## config.mk

```make
export PLATFORM = sky130hd
export DESIGN_NAME = vga_receiver
export DESIGN_NICKNAME = d
export VERILOG_FILES = /design/src/rtl/vga_receiver.sv
export SDC_FILE = /design/constraint.sdc
export NUM_CORES = 1
export LEC_CHECK = 0
export CAP_MARGIN = 0
export CORE_AREA = 5 5 70 72
export CTS_BUF_LIST = sky130_fd_sc_hd__clkbuf_4
export DETAILED_ROUTE_END_ITERATION = 10
export DIE_AREA = 0 0 75 77
export GPL_TIMING_DRIVEN = 0
export PLACE_DENSITY_LB_ADDON = 0.2
export SLEW_MARGIN = 20
export SYNTH_ARGS = -nofsm -noshare
export SYNTH_HDL_FRONTEND = slang
export SYNTH_SLANG_ARGS = --single-unit
export TNS_END_PERCENT = 30
```

## constraint.sdc

```tcl
create_clock -name clk -period 8.8 [get_ports clk]
set_clock_uncertainty 0.2 [all_clocks]
set_input_delay 1.76 -clock clk [delete_from_list [all_inputs] [get_ports clk]]
set_output_delay 1.76 -clock clk [all_outputs]
set_load 0.01 [all_outputs]
```

## src/rtl/vga_receiver.sv

```systemverilog
// VGA sink: samples HSync/VSync/RGB once per clk, locks onto the sync timing and
// reports the row/col of every pixel two clocks after it was on the pins.
module vga_receiver #(
    parameter int H_VIS  = 640,
    parameter int H_FP   = 16,
    parameter int H_SYNC = 96,
    parameter int H_BP   = 48,
    parameter int V_VIS  = 480,
    parameter int V_FP   = 10,
    parameter int V_SYNC = 2,
    parameter int V_BP   = 33
) (
    input  logic       clk,
    input  logic       reset,
    input  logic       HSync,
    input  logic       VSync,
    input  logic       R_in,
    input  logic       G_in,
    input  logic       B_in,
    output logic [9:0] row,
    output logic [9:0] col,
    output logic       R_out,
    output logic       G_out,
    output logic       B_out,
    output logic       pixel_valid,
    output logic       frame_start,
    output logic       locked,
    output logic       h_err,
    output logic       v_err
);

    localparam int H_TOTAL = H_VIS + H_FP + H_SYNC + H_BP;
    localparam int V_TOTAL = V_VIS + V_FP + V_SYNC + V_BP;

    localparam logic [9:0] H_LAST  = 10'(H_TOTAL - 1);
    localparam logic [9:0] V_LAST  = 10'(V_TOTAL - 1);
    localparam logic [9:0] HS_COL  = 10'(H_VIS + H_FP);
    localparam logic [9:0] VS_ROW  = 10'(V_VIS + V_FP);
    localparam logic [9:0] H_VIS_C = 10'(H_VIS);
    localparam logic [9:0] V_VIS_C = 10'(V_VIS);

    typedef enum logic [1:0] {
        SEARCH = 2'd0,
        HTRACK = 2'd1,
        LOCKED = 2'd2
    } state_t;

    // Sample stage; the *_d_reg copies hold the previous sample for edge detection.
    logic hs_s_reg, hs_d_reg, vs_s_reg, vs_d_reg;
    logic hs_edge, vs_edge;

    always_ff @(posedge clk) begin
        if (!reset) begin
            hs_s_reg <= 1'b1;
            hs_d_reg <= 1'b1;
            vs_s_reg <= 1'b1;
            vs_d_reg <= 1'b1;
        end else begin
            hs_s_reg <= HSync;
            hs_d_reg <= hs_s_reg;
            vs_s_reg <= VSync;
            vs_d_reg <= vs_s_reg;
        end
    end

    assign hs_edge = !hs_s_reg && hs_d_reg;
    assign vs_edge = !vs_s_reg && vs_d_reg;

    // Tracking state: the row/col assigned to the previous sample.
    state_t     state_reg, state_next;
    logic [9:0] col_cnt_reg, col_cnt_next;
    logic [9:0] row_cnt_reg, row_cnt_next;
    logic [9:0] c_col, c_row;
    logic       h_err_next, v_err_next;
    logic       at_vs;

    always_ff @(posedge clk) begin
        if (!reset) begin
            state_reg   <= SEARCH;
            col_cnt_reg <= '0;
            row_cnt_reg <= '0;
        end else begin
            state_reg   <= state_next;
            col_cnt_reg <= col_cnt_next;
            row_cnt_reg <= row_cnt_next;
        end
    end

    always_comb begin
        state_next   = state_reg;
        col_cnt_next = col_cnt_reg;
        row_cnt_next = row_cnt_reg;
        h_err_next   = 1'b0;
        v_err_next   = 1'b0;
        at_vs        = 1'b0;

        c_col = (col_cnt_reg == H_LAST) ? 10'd0 : col_cnt_reg + 10'd1;
        if (col_cnt_reg == H_LAST) begin
            c_row = (row_cnt_reg == V_LAST) ? 10'd0 : row_cnt_reg + 10'd1;
        end else begin
            c_row = row_cnt_reg;
        end

        case (state_reg)
            SEARCH: begin
                col_cnt_next = '0;
                row_cnt_next = '0;
                if (hs_edge) begin
                    col_cnt_next = HS_COL;
                    state_next   = HTRACK;
                end
            end
            default: begin
                col_cnt_next = c_col;
                row_cnt_next = c_row;
                // Horizontal check wins; a VSync edge on an h_err sample is dropped.
                if (hs_edge && (c_col != HS_COL)) begin
                    h_err_next   = 1'b1;
                    col_cnt_next = HS_COL;
                    state_next   = HTRACK;
                end else if (!hs_edge && (c_col == HS_COL)) begin
                    h_err_next   = 1'b1;
                    col_cnt_next = '0;
                    row_cnt_next = '0;
                    state_next   = SEARCH;
                end else if (state_reg == HTRACK) begin
                    if (vs_edge) begin
                        row_cnt_next = VS_ROW;
                        state_next   = LOCKED;
                    end
                end else begin
                    at_vs = (c_row == VS_ROW) && (c_col == 10'd0);
                    if (vs_edge && !at_vs) begin
                        v_err_next   = 1'b1;
                        row_cnt_next = VS_ROW;
                    end else if (!vs_edge && at_vs) begin
                        v_err_next = 1'b1;
                        state_next = HTRACK;
                    end
                end
            end
        endcase
    end

    // Output stage describes the sample just classified above.
    logic       locked_next, valid_next, frame_start_next;
    logic [9:0] row_next;

    assign locked_next      = (state_next == LOCKED);
    assign row_next         = locked_next ? row_cnt_next : 10'd0;
    assign valid_next       = locked_next && (row_cnt_next < V_VIS_C) && (col_cnt_next < H_VIS_C);
    assign frame_start_next = locked_next && (row_cnt_next == 10'd0) && (col_cnt_next == 10'd0);

    always_ff @(posedge clk) begin
        if (!reset) begin
            row         <= '0;
            col         <= '0;
            pixel_valid <= 1'b0;
            frame_start <= 1'b0;
            locked      <= 1'b0;
            h_err       <= 1'b0;
            v_err       <= 1'b0;
        end else begin
            row         <= row_next;
            col         <= col_cnt_next;
            pixel_valid <= valid_next;
            frame_start <= frame_start_next;
            locked      <= locked_next;
            h_err       <= h_err_next;
            v_err       <= v_err_next;
        end
    end

    // Colour channels: sample register, then output register gated by pixel_valid.
    logic [2:0] rgb_in, rgb_out;
    assign rgb_in = {R_in, G_in, B_in};

    for (genvar gi = 0; gi < 3; gi++) begin : g_ch
        logic s_reg, o_reg;
        always_ff @(posedge clk) begin
            if (!reset) begin
                s_reg <= 1'b0;
                o_reg <= 1'b0;
            end else begin
                s_reg <= rgb_in[gi];
                o_reg <= s_reg & valid_next;
            end
        end
        assign rgb_out[gi] = o_reg;
    end

    assign R_out = rgb_out[2];
    assign G_out = rgb_out[1];
    assign B_out = rgb_out[0];

endmodule

```

=== Yosys cells after proc, flatten, opt, wreduce, memory -nomap -nowiden ===
Cells that the tools add are included.

* Input bits: 7
* Register bits: 47
* Logic and storage cells: 82
* Output and inout bits: 28

* Magnitude comparators: 2
* Bitwise operators: 4
* Multiplexer cells: 25
* $add $sub $neg: 2
* Reductions and logical operators: 23
* Equal/unequal tests: 7

{| class="wikitable"
|+ Operator list
! cell !! number
|-
| 10-bit two-way mux || 13
|-
| 10-bit equality test (second input constant) || 3
|-
| 10-bit zero test || 3
|-
| 10-bit by 1-bit adder with 10-bit output (second input constant) || 2
|-
| 2-bit two-way mux || 8
|-
| 1-bit logical AND || 11
|-
| 10-bit by 9-bit equality test with 1-bit output (second input constant) || 1
|-
| 10-bit < comparator (second input constant) || 1
|-
| 10-bit by 9-bit < comparator with 1-bit output (second input constant) || 1
|-
| 10-bit != test (second input constant) || 1
|-
| 1-bit zero test || 5
|-
| 5-bit OR reduction || 1
|-
| 1-bit two-way mux || 4
|-
| 1-bit bitwise AND || 3
|-
| 2-bit by 1-bit equality test with 1-bit output (second input constant) || 1
|-
| 2-bit equality test (second input constant) || 1
|-
| 2-bit zero test || 1
|-
| 2-bit AND reduction || 1
|-
| 2-bit OR reduction || 1
|-
| 1-bit NOT || 1
|}

=== Depth between registers and ports, before layout ===
Gate-level depths: netlist (run 1).

* Depth in word-level cells: 16
* Mapped depth: 19
* Gate-level depth less buffers: 17

=== Worst setup path before layout (run 1) ===
OpenSTA, ideal clock, no wires.

* Kind: flip-flop to flip-flop
* From: register, netlist name col[0]
* To: register frame_start
* Path buffers: 2
* Data arrival time: 3.921 ns
* Required time: 8.512 ns
* Clock period less this slack: 4.208 ns
* Stages on the path, launching flop included: 18
* Path slack: 4.592 ns
* Setup time: 0.088 ns
* Cells stage by stage: dfxtp_1 > ha_1 > and4_1 > buf_2 > a21oi_1 > mux2i_1 > or4b_2 > or3_1 > ha_1 > buf_2 > nor2_1 > nand3_1 > a221oi_1 > nand2_1 > inv_1 > o2111ai_1 > nand4bb_1 > nor4_2

{| class="wikitable"
|+ RTL lines
! what !! line !! RTL
|-
| end signal: assignment || 167 || <nowiki>frame_start <= frame_start_next;</nowiki>
|-
| end: declaration || 26 || <nowiki>output logic frame_start,</nowiki>
|}

==> results of run 1 <==
## final cells by class
| class | instances | area [um2] |
|---|---|---|
| Clock buffer | 5 | 37.54 |
| Inverter | 12 | 45.04 |
| Clock inverter | 3 | 67.56 |
| Sequential cell | 47 | 940.9 |
| Multi-Input combinational cell | 209 | 1341 |
| Buffer | 11 | 65.06 |
| Timing Repair Buffer | 34 | 340.3 |
| Fill cell | 365 | 1331 |
| Tap cell | 52 | 65.06 |
## metrics by stage
stage / hold slack [ns] / setup slack, ns
floorplan: 0.2013 / 4.592
global placement: 0.2087 / 3.915
detailed placement: 0.2151 / 3.886
CTS: 0.2504 / 3.851
global route: 0.2645 / 3.484
finish: 0.2430 / 3.888
## kinds of logic (layout without fill, tap and decap cells)
logic type,Yosys count,after routing,share of synthesized area
AOI/OAI and AO/OA,49,49,0.1428
buffers and inverters,23,65,0.04602
muxes,2,2,0.008891
adders and majority gates,7,7,0.03661
and+or+nand+nor,135,135,0.3138
xor gates and xnor gates,16,16,0.05858
DFF,47,47,0.3933
## layer usage
metal / vias up / part of all wire / GRT usage / wire [um]
li1: 1066 / - / - / -
met1: 1003 / 0.46 / 0.2951 / 2607
met2: 84 / 0.45 / 0.3310 / 2575
met3: 8 / 0.074 / 0.04706 / 421
met4: 0 / 0.015 / 0.06228 / 85
met5: - / 0 / 0 / 0
## power groups by stage
stage,combinational [uW],sequential (uW),clock (uW)
global route,44.7,223,176
finish,40.5,222,160
floorplan,24.6,227,0
CTS,40.6,222,164
detailed placement,40.0,226,0
global placement,39.6,226,0
## final timing paths
path	start	end	slack [ns]	cells past startpoint
max	col[0]	frame_start	3.89	17
min	vs_s_reg	vs_d_reg	0.24	1
max reg2reg	col[0]	frame_start	3.89	17
min reg2reg	vs_s_reg	vs_d_reg	0.24	1
## layout by cell type, fill, tap and decap left out, types with 2 or more instances in the layout
cell type	n
inv_1	11
o21a_1	2
or3_1	3
buf_2	7
nand3_1	8
xor2_1	8
clkdlybuf4s50_1	34
a31oi_1	4
xnor2_1	8
clkbuf_4	5
and2_1	12
a21oi_1	13
bufinv_16	2
o221ai_1	2
nor2b_1	4
o2111ai_1	4
nand3b_1	2
nand4_1	7
buf_4	2
or2_2	2
o21ai_0	8
and3_1	4
nor2_1	37
dfxtp_1	47
ha_1	7
o31ai_1	2
nor3_1	8
nand2_1	23
nand2b_1	7
nor4_1	5
==> impl_metrics.json, run 1 <==
{
  "status": "completed",
  "critPathMaxFanout": 10,
  "synthArstFlopShare": 0,
  "setup_violations": 0,
  "powerDensity_nw_per_um2": 145.5,
  "finalCritPeriodShare": 0.5582,
  "p_switching_uw": 98.50,
  "worstMarginPinSlew_ns": 0.5262,
  "fp.dieW_um": 75,
  "syn-num-nets": 293,
  "clock_latency_ns": 0.37,
  "layout.nets": 334,
  "dr_total_vias": 2161,
  "core_area_um2": 4234,
  "first_pass_iters": 4,
  "yosysTopAreaCellShare": 0.3933,
  "synthTopCellsByCount": "dfxtp_1 (47), nor2_1 (37), nand2_1 (23)",
  "clk_pin_slew_worst_paths_ns": 0.14,
  "tns_ns": 0,
  "cts-resized-gates": 0,
  "synth-edff-count": 0,
  "crit_type": "reg -> reg",
  "antenna_found_initial": 0,
  "gr-total-overflow": 0,
  "synthToLayoutAreaGrowth_pct": 21.34,
  "num_io_pins": 35,
  "cts_root_buf": "clkbuf_4",
  "slew_headroom": 0.6492,
  "timing.final.crit_period_ns": 4.912,
  "ys_top_cells_by_area": "dfxtp_1 (39%), nor2_1 (5.8%), ha_1 (3.7%), nand2_1 (3.6%), and2_1 (3.1%)",
  "cap_violations": 0,
  "synth_seq_cells": 47,
  "wl_per_cell_um": 15.25,
  "viasPerCell": 5.794,
  "start_util": 0.5650,
  "ys_seq_area_frac": 0.3933,
  "instances_no_fill": 373,
  "dp_cells": 365,
  "hpwl_um": 4282,
  "postRouteAntennaNets": 0,
  "synth_cell_type_count": 59,
  "die_y_um": 77,
  "intPower_uw": 323.8,
  "design.die.area_um2": 5775,
  "critPathRequiredTime_ns": 8.89,
  "antenna_cells": 0,
  "postPlaceCellArea_um2": 2798,
  "drt-total-wl_um": 5690,
  "yosysWarnings": 0,
  "synthCells": 279,
  "power_uw": 422.3,
  "yosys.cell_count.top_type": "dfxtp_1",
  "grt_util_all_layers": 0.2141,
  "cp-start-kind": "register",
  "grt_start_max_net_pins": 16,
  "worst-path-buf-inv": 3,
  "grt_pass1_vias": 2070,
  "clock.fmax_mhz": 203.6,
  "cp-end-kind": "register",
  "hold_path_class": "reg -> reg",
  "drive_gt1_frac": 0.09969,
  "cts_tree": "yes",
  "cts_buffers": 5,
  "p_comb_frac": 0.096,
  "pwr-share-clk": 0.379,
  "synth-main-ff-cell": "dfxtp_1",
  "port_buffers": 34,
  "arrival_ns": 5.00,
  "syn-cell-area_um2": 2392,
  "drc": 0,
  "vdd_drop_max_uv": 123.3,
  "swShare": 0.2332,
  "crit_path_max_incr_delay_ns": 0.65,
  "leakagePower_uw": 0.001089,
  "htree_levels": 2,
  "grt_pass1_wl_um": 9798,
  "drt-initial-drc-count": 288,
  "synth_area_leader_cell": "dfxtp_1",
  "gp_congestion": 0.9134,
  "fin_util": 0.6856,
  "rsz0062_at_grt": "no",
  "slew_violations": 0,
  "cts_buffer_depth": 2,
  "fin_area_um2": 2903,
  "slowest_stage": "or4b_2",
  "avgSynthCellArea_um2": 8.575,
  "postCtsSetupRepairBufs": 0,
  "p_seq_frac": 0.525,
  "hold_viol": 0,
  "critPathTopFamily": "simple AND/OR/NAND/NOR gates",
  "row_count": 24,
  "cp_cell_sequence": "ha_1 -> and4_1 -> buf_2 -> a21oi_1 -> mux2i_1 -> or4b_2 -> or3_1 -> ha_1 -> buf_2 -> nor2_1 -> nand3_1 -> a221oi_1 -> nand2_1 -> inv_1 -> o2111ai_1 -> nand4bb_1 -> nor4_2",
  "clkSinkCount": 47,
  "cts_hold_buf": 0
}
No activity file was read; power rests on OpenSTA's default activity.
==> run 2: changes to the inputs <==
--- a/config.mk
+++ b/config.mk
@@ -6,10 +6,10 @@
 export NUM_CORES = 1
 export LEC_CHECK = 0
 export CAP_MARGIN = 0
-export CORE_AREA = 5 5 70 72
+export CORE_AREA = 5 5 75 77
 export CTS_BUF_LIST = sky130_fd_sc_hd__clkbuf_4
 export DETAILED_ROUTE_END_ITERATION = 10
-export DIE_AREA = 0 0 75 77
+export DIE_AREA = 0 0 80 82
 export GPL_TIMING_DRIVEN = 0
 export PLACE_DENSITY_LB_ADDON = 0.2
 export SLEW_MARGIN = 20
==> constraint.sdc (replaced) <==
create_clock -name clk -period 4.15 [get_ports clk]
set_clock_uncertainty 0.2 [all_clocks]
set_input_delay 0.83 -clock clk [delete_from_list [all_inputs] [get_ports clk]]
set_output_delay 0.83 -clock clk [all_outputs]
set_load 0.01 [all_outputs]
==> run 2 against run 1 <==
Against the previous run:
- utilization down 6.0 points
- register-to-register slack worse by 3.7 ns
- hold slack better by 0.0044 ns
- die area up 14%
- critical path type unchanged
- largest power group unchanged
- highest routed layer unchanged
==> impl_metrics.json, run 2 (synthesis results as in run 1) <==
{
  "tns_ns": 0,
  "powerDensity_nw_per_um2": 260.3,
  "fin_util": 0.6258,
  "worstMarginPinSlew_ns": 0.5056,
  "first_pass_iters": 5,
  "setup_violations": 0,
  "timing.final.crit_period_ns": 3.976,
  "crit_path_max_incr_delay_ns": 0.51,
  "gp_congestion": 0.9070,
  "hpwl_um": 4172,
  "grt_start_max_net_pins": 18,
  "drc": 0,
  "design.die.area_um2": 6560,
  "viasPerCell": 5.529,
  "p_switching_uw": 227.1,
  "critPathTopFamily": "simple AND/OR/NAND/NOR gates",
  "cp-start-kind": "register",
  "drt-initial-drc-count": 325,
  "power_uw": 805.4,
  "crit_type": "reg -> reg",
  "synthToLayoutAreaGrowth_pct": 29.34,
  "cap_violations": 0,
  "grt_pass1_wl_um": 9687,
  "status": "completed",
  "final_common_cell": "dfxtp_1",
  "finalCritPeriodShare": 0.9581,
  "swShare": 0.2819,
  "layout.nets": 342,
  "cp_cell_sequence": "buf_6 -> nor4b_4 -> nand4_1 -> buf_4 -> a21oi_1 -> nor2_1 -> nor4_2 -> o2111a_1 -> ha_1 -> nor2b_2 -> or3_1 -> o311ai_2 -> nand2_2 -> buf_4 -> a221oi_2 -> o31a_2 -> and2_1",
  "wl_per_cell_um": 14.73,
  "clk_pin_slew_worst_paths_ns": 0.15,
  "final_cell_mix": "dfxtp_1 (42), nor2_1 (34), clkdlybuf4s50_1 (34), nand2_1 (22)",
  "row_count": 26,
  "start_util": 0.4838,
  "drt-total-wl_um": 5879,
  "die_y_um": 82,
  "critPathRequiredTime_ns": 4.24,
  "vdd_drop_max_uv": 218.6,
  "cts_root_buf": "clkbuf_4",
  "intPower_uw": 578.3,
  "slew_violations": 0,
  "cts_tree": "yes",
  "dr_total_vias": 2206,
  "fp.dieW_um": 80,
  "instances_no_fill": 399,
  "cp-end-kind": "register",
  "worst_slack_ns": 0.1740,
  "slew_headroom": 0.6615,
  "cts_hold_buf": 0,
  "p_seq_frac": 0.583,
  "pwr-share-clk": 0.292,
  "grt_util_all_layers": 0.1894,
  "grt_pass1_vias": 2007,
  "critPathMaxFanout": 8,
  "hold_path_class": "reg -> reg",
  "place_ws_ns": -0.5995,
  "p_comb_frac": 0.125,
  "cts_buffers": 5,
  "arrival_ns": 4.07,
  "gr-total-overflow": 0,
  "drive_gt1_frac": 0.1976,
  "port_buffers": 34,
  "dp_cells": 383,
  "num_io_pins": 35,
  "crit_path_frequent_cell": "buf_4",
  "r2r_setup_slack_ns": 0.17,
  "core_area_um2": 4945,
  "worst-path-buf-inv": 3,
  "clkSinkCount": 47,
  "postRouteAntennaNets": 0,
  "antenna_found_initial": 0,
  "antenna_cells": 0,
  "clock_latency_ns": 0.37,
  "clock.fmax_mhz": 251.5,
  "htree_levels": 2,
  "leakagePower_uw": 0.001125,
  "hold_viol": 0,
  "slowest_stage": "nor4b_4",
  "cts_buffer_depth": 2
}
-- run 2: cell types whose count changed in the layout (fill, tap and decap cells not counted), moves of 3 or more --
cell	delta
buf_2	-5
buf_4	+8
buf_6	+3
dfxtp_1	-5
dfxtp_2	+3
nor2_1	-3
-- run 2: power groups by stage --
| stage | sequential [uW] | clock (uW) | combinational, uW |
|---|---|---|---|
| after detailed placement | 480 | 0 | 85.7 |
| after global placement | 480 | 0 | 84.6 |
| final | 470 | 235 | 101 |
| after CTS | 470 | 246 | 94.5 |
| after floorplan | 481 | 0 | 52.6 |
| after global routing | 472 | 265 | 109 |
-- run 2: worst paths after layout --
path,startpoint,depth (start not counted),to
setup / recovery,col[6],17,R_out
hold / removal,hs_s_reg,1,hs_d_reg
setup reg to reg,col[6],17,R_out
hold reg to reg,hs_s_reg,1,hs_d_reg
-- run 2: through the flow --
stage	hold slack, ns	cell area [um2]
2_1_floorplan	0.2013	2399
3_3_place_gp	0.2100	2826
3_5_place_dp	0.2152	2826
4_1_cts	0.2526	2969
5_1_grt	0.2631	3094
6_report	0.2474	3094
-- run 2: routing by layer --
| metal | track usage | share of wire |
|---|---|---|
| met1 | 0.2532 | 0.45 |
| met2 | 0.2914 | 0.45 |
| met4 | 0.07432 | 0.024 |
| met3 | 0.04934 | 0.081 |
| met5 | 0 | 0 |
-- run 2: cell type report --
| cell class | count | area [um2] |
|---|---|---|
| Buffer | 10 | 81.33 |
| Clock buffer | 5 | 37.54 |
| Clock inverter | 3 | 26.28 |
| Fill cell | 448 | 1851 |
| Inverter | 12 | 45.04 |
| Multi-Input combinational cell | 209 | 1456 |
| Sequential cell | 47 | 952.2 |
| Tap cell | 70 | 87.58 |
| Timing Repair Buffer | 43 | 407.9 |
-- run 2: timing repair --
action / in CTS / in global routing
setup endpoints to repair: 10 / 5
gates resized for setup: 16 / 27
setup buffers: 5 / 4
hold endpoints to repair: 0 / 0
pin swaps: 2 / 9
==> run 3: changes to the inputs <==
--- a/config.mk
+++ b/config.mk
@@ -12,6 +12,7 @@
 export DIE_AREA = 0 0 80 82
 export GPL_TIMING_DRIVEN = 0
 export PLACE_DENSITY_LB_ADDON = 0.2
+export REMOVE_ABC_BUFFERS = 1
 export SLEW_MARGIN = 20
 export SYNTH_ARGS = -nofsm -noshare
 export SYNTH_HDL_FRONTEND = slang
==> run 3 against run 2 <==
Against the previous run:
- maximum frequency fell by 0.52%
- sequential cell count is the same
- clock power is 18% higher
- setup slack worse by 0.021 ns
- utilization fell by 2.4 points
- hold slack about the same
- global-route usage shrank 0.77 points
- sequential power barely moved
- sequential share of layout area increased by 1.2 points
- power grew 4.9%
- via count decreased by 5.1%
- critical endpoint unchanged
- largest power group unchanged
==> impl_metrics.json, run 3 (synthesis results as in run 1) <==
{
  "grt_pass1_wl_um": 9328,
  "viasPerCell": 5.453,
  "drive_gt1_frac": 0.1592,
  "antenna_cells": 0,
  "status": "completed",
  "vdd_drop_max_uv": 191.0,
  "critPathMaxFanout": 9,
  "cp-start-kind": "register",
  "first_pass_iters": 4,
  "hold_ws_ns": 0.2478,
  "die_y_um": 82,
  "dp_cells": 372,
  "row_count": 26,
  "place_ws_ns": -0.7482,
  "grt_pass1_vias": 1950,
  "fin_util": 0.6022,
  "r2r-end": "R_out",
  "hold_path_class": "reg -> reg",
  "antenna_found_initial": 0,
  "arrival_ns": 4.11,
  "wl_per_cell_um": 14.98,
  "cts_hold_buf": 0,
  "crit_path_max_incr_delay_ns": 0.54,
  "num-fill-cells": 455,
  "slew_headroom": 0.5914,
  "gr-total-overflow": 0,
  "worst_slack_ns": 0.1532,
  "crit_type": "reg -> reg",
  "cts_buffers": 5,
  "start_util": 0.4838,
  "core_area_um2": 4945,
  "slew_violations": 0,
  "powerDensity_nw_per_um2": 283.8,
  "cp_cell_sequence": "ha_2 -> and4_4 -> nand3_4 -> nor4_1 -> nor2_1 -> o2111ai_1 -> ha_1 -> inv_1 -> mux2_2 -> or2_2 -> and3_1 -> a221oi_2 -> o31a_2 -> and2_1",
  "cap_violations": 0,
  "drt-initial-drc-count": 248,
  "final_common_cell": "dfxtp_1",
  "layout.nets": 327,
  "final_cell_mix": "dfxtp_1 (39), nor2_1 (35), clkdlybuf4s50_1 (34), nand2_1 (22)",
  "synthToLayoutAreaGrowth_pct": 24.48,
  "rsz0062_at_grt": "yes",
  "fp.dieW_um": 80,
  "ff2ff_path_depth": 14,
  "hpwl_um": 4110,
  "design.die.area_um2": 6560,
  "grt_util_all_layers": 0.1817,
  "instances_no_fill": 384,
  "setup_violations": 0,
  "clkSinkCount": 47,
  "slowest_stage": "nor4_1",
  "cts_tree": "yes",
  "startpoint": "col[1]",
  "drt-total-wl_um": 5752,
  "drc": 0,
  "r2r_start": "col[1]",
  "finalCritPeriodShare": 0.9631,
  "cts_buffer_depth": 2,
  "num_io_pins": 35,
  "endpoint": "R_out",
  "critPathRequiredTime_ns": 4.26,
  "hold_viol": 0,
  "gp_congestion": 0.9079,
  "clock_latency_ns": 0.35,
  "htree_levels": 2,
  "timing.final.crit_period_ns": 3.997,
  "cts_root_buf": "clkbuf_4",
  "cp-end-kind": "register",
  "r2r_setup_slack_ns": 0.15,
  "worstMarginPinSlew_ns": 0.6110,
  "port_buffers": 34,
  "postRouteAntennaNets": 0,
  "dr_total_vias": 2094,
  "grt_start_max_net_pins": 17,
  "clock.fmax_mhz": 250.2,
  "clk_pin_slew_worst_paths_ns": 0.14,
  "leakagePower_uw": 0.001055
}
run 3: cell count changes in the layout (fill, tap and decap cells not counted), sizes merged:
cell	before	now
bufinv	0	1
clkbuf	8	5
buf	16	4
inv	13	12
run 3: worst min path at each step:
stage	startpoint	to	slack, ns	depth (start not counted)
6_report	g_ch[2].s_reg	R_out	0.25	1
5_1_grt	hs_s_reg	hs_d_reg	0.27	1
4_1_cts	g_ch[0].s_reg	B_out	0.25	1
3_5_place_dp	hs_s_reg	hs_d_reg	0.22	1
3_3_place_gp	g_ch[0].s_reg	B_out	0.21	1
2_1_floorplan	hs_s_reg	hs_d_reg	0.20	1
run 3: power breakdown:
group | switching (uW) | internal [uW] | total, uW
Combinational | 53.0 | 42.2 | 95.2
Clock | 150 | 127 | 278
Sequential | 10.6 | 462 | 472
run 3: final cells by class:
| cell class | count | area (um2) | share of cell area |
|---|---|---|---|
| clock buffers | 5 | 37.54 | 0.01261 |
| clock inverters | 3 | 42.54 | 0.01429 |
| inverters | 12 | 47.55 | 0.01597 |
| well taps | 70 | 87.58 | 0.02941 |
| multi-input cells | 209 | 1439 | 0.4832 |
| repair buffers | 38 | 370.4 | 0.1244 |
| flip-flops and latches | 47 | 953.4 | 0.3202 |
run 3: critical path: cells and delay by family (launching register included):
family / cells / cell delay (ns)
simple gates: 7 / 1.88
compound gates: 3 / 0.68
fa+ha+maj: 2 / 0.45
flops: 1 / 0.41
mux: 1 / 0.30
buf+inv: 1 / 0.04
run 3: timing repair:
item                       in CTS  in global routing
buffers inserted                3                  1
hold endpoints to repair        0                  0
pin swaps                       0                  4
setup endpoints to repair      16                  5
resized for setup              21                 13
run 3: routing by layer:
layer	vias up	GRT usage	share of wire
met3	4	0.04496	0.072
met2	65	0.2906	0.44
met4	0	0.04392	0.0071
li1	1056	-	-
met5	-	0	0
met1	969	0.2463	0.48
run 3: through the flow:
| stage | instance area [um2] | TNS (ns) | power (uW) |
|---|---|---|---|
| floorplan | 2327 | 0 | 530.5 |
| global placement | 2755 | -3.287 | 562.2 |
| detailed placement | 2755 | -3.551 | 563.6 |
| CTS | 2910 | 0 | 850.6 |
| global route | 2978 | -0.03719 | 884.5 |
| finish | 2978 | 0 | 845.1 |
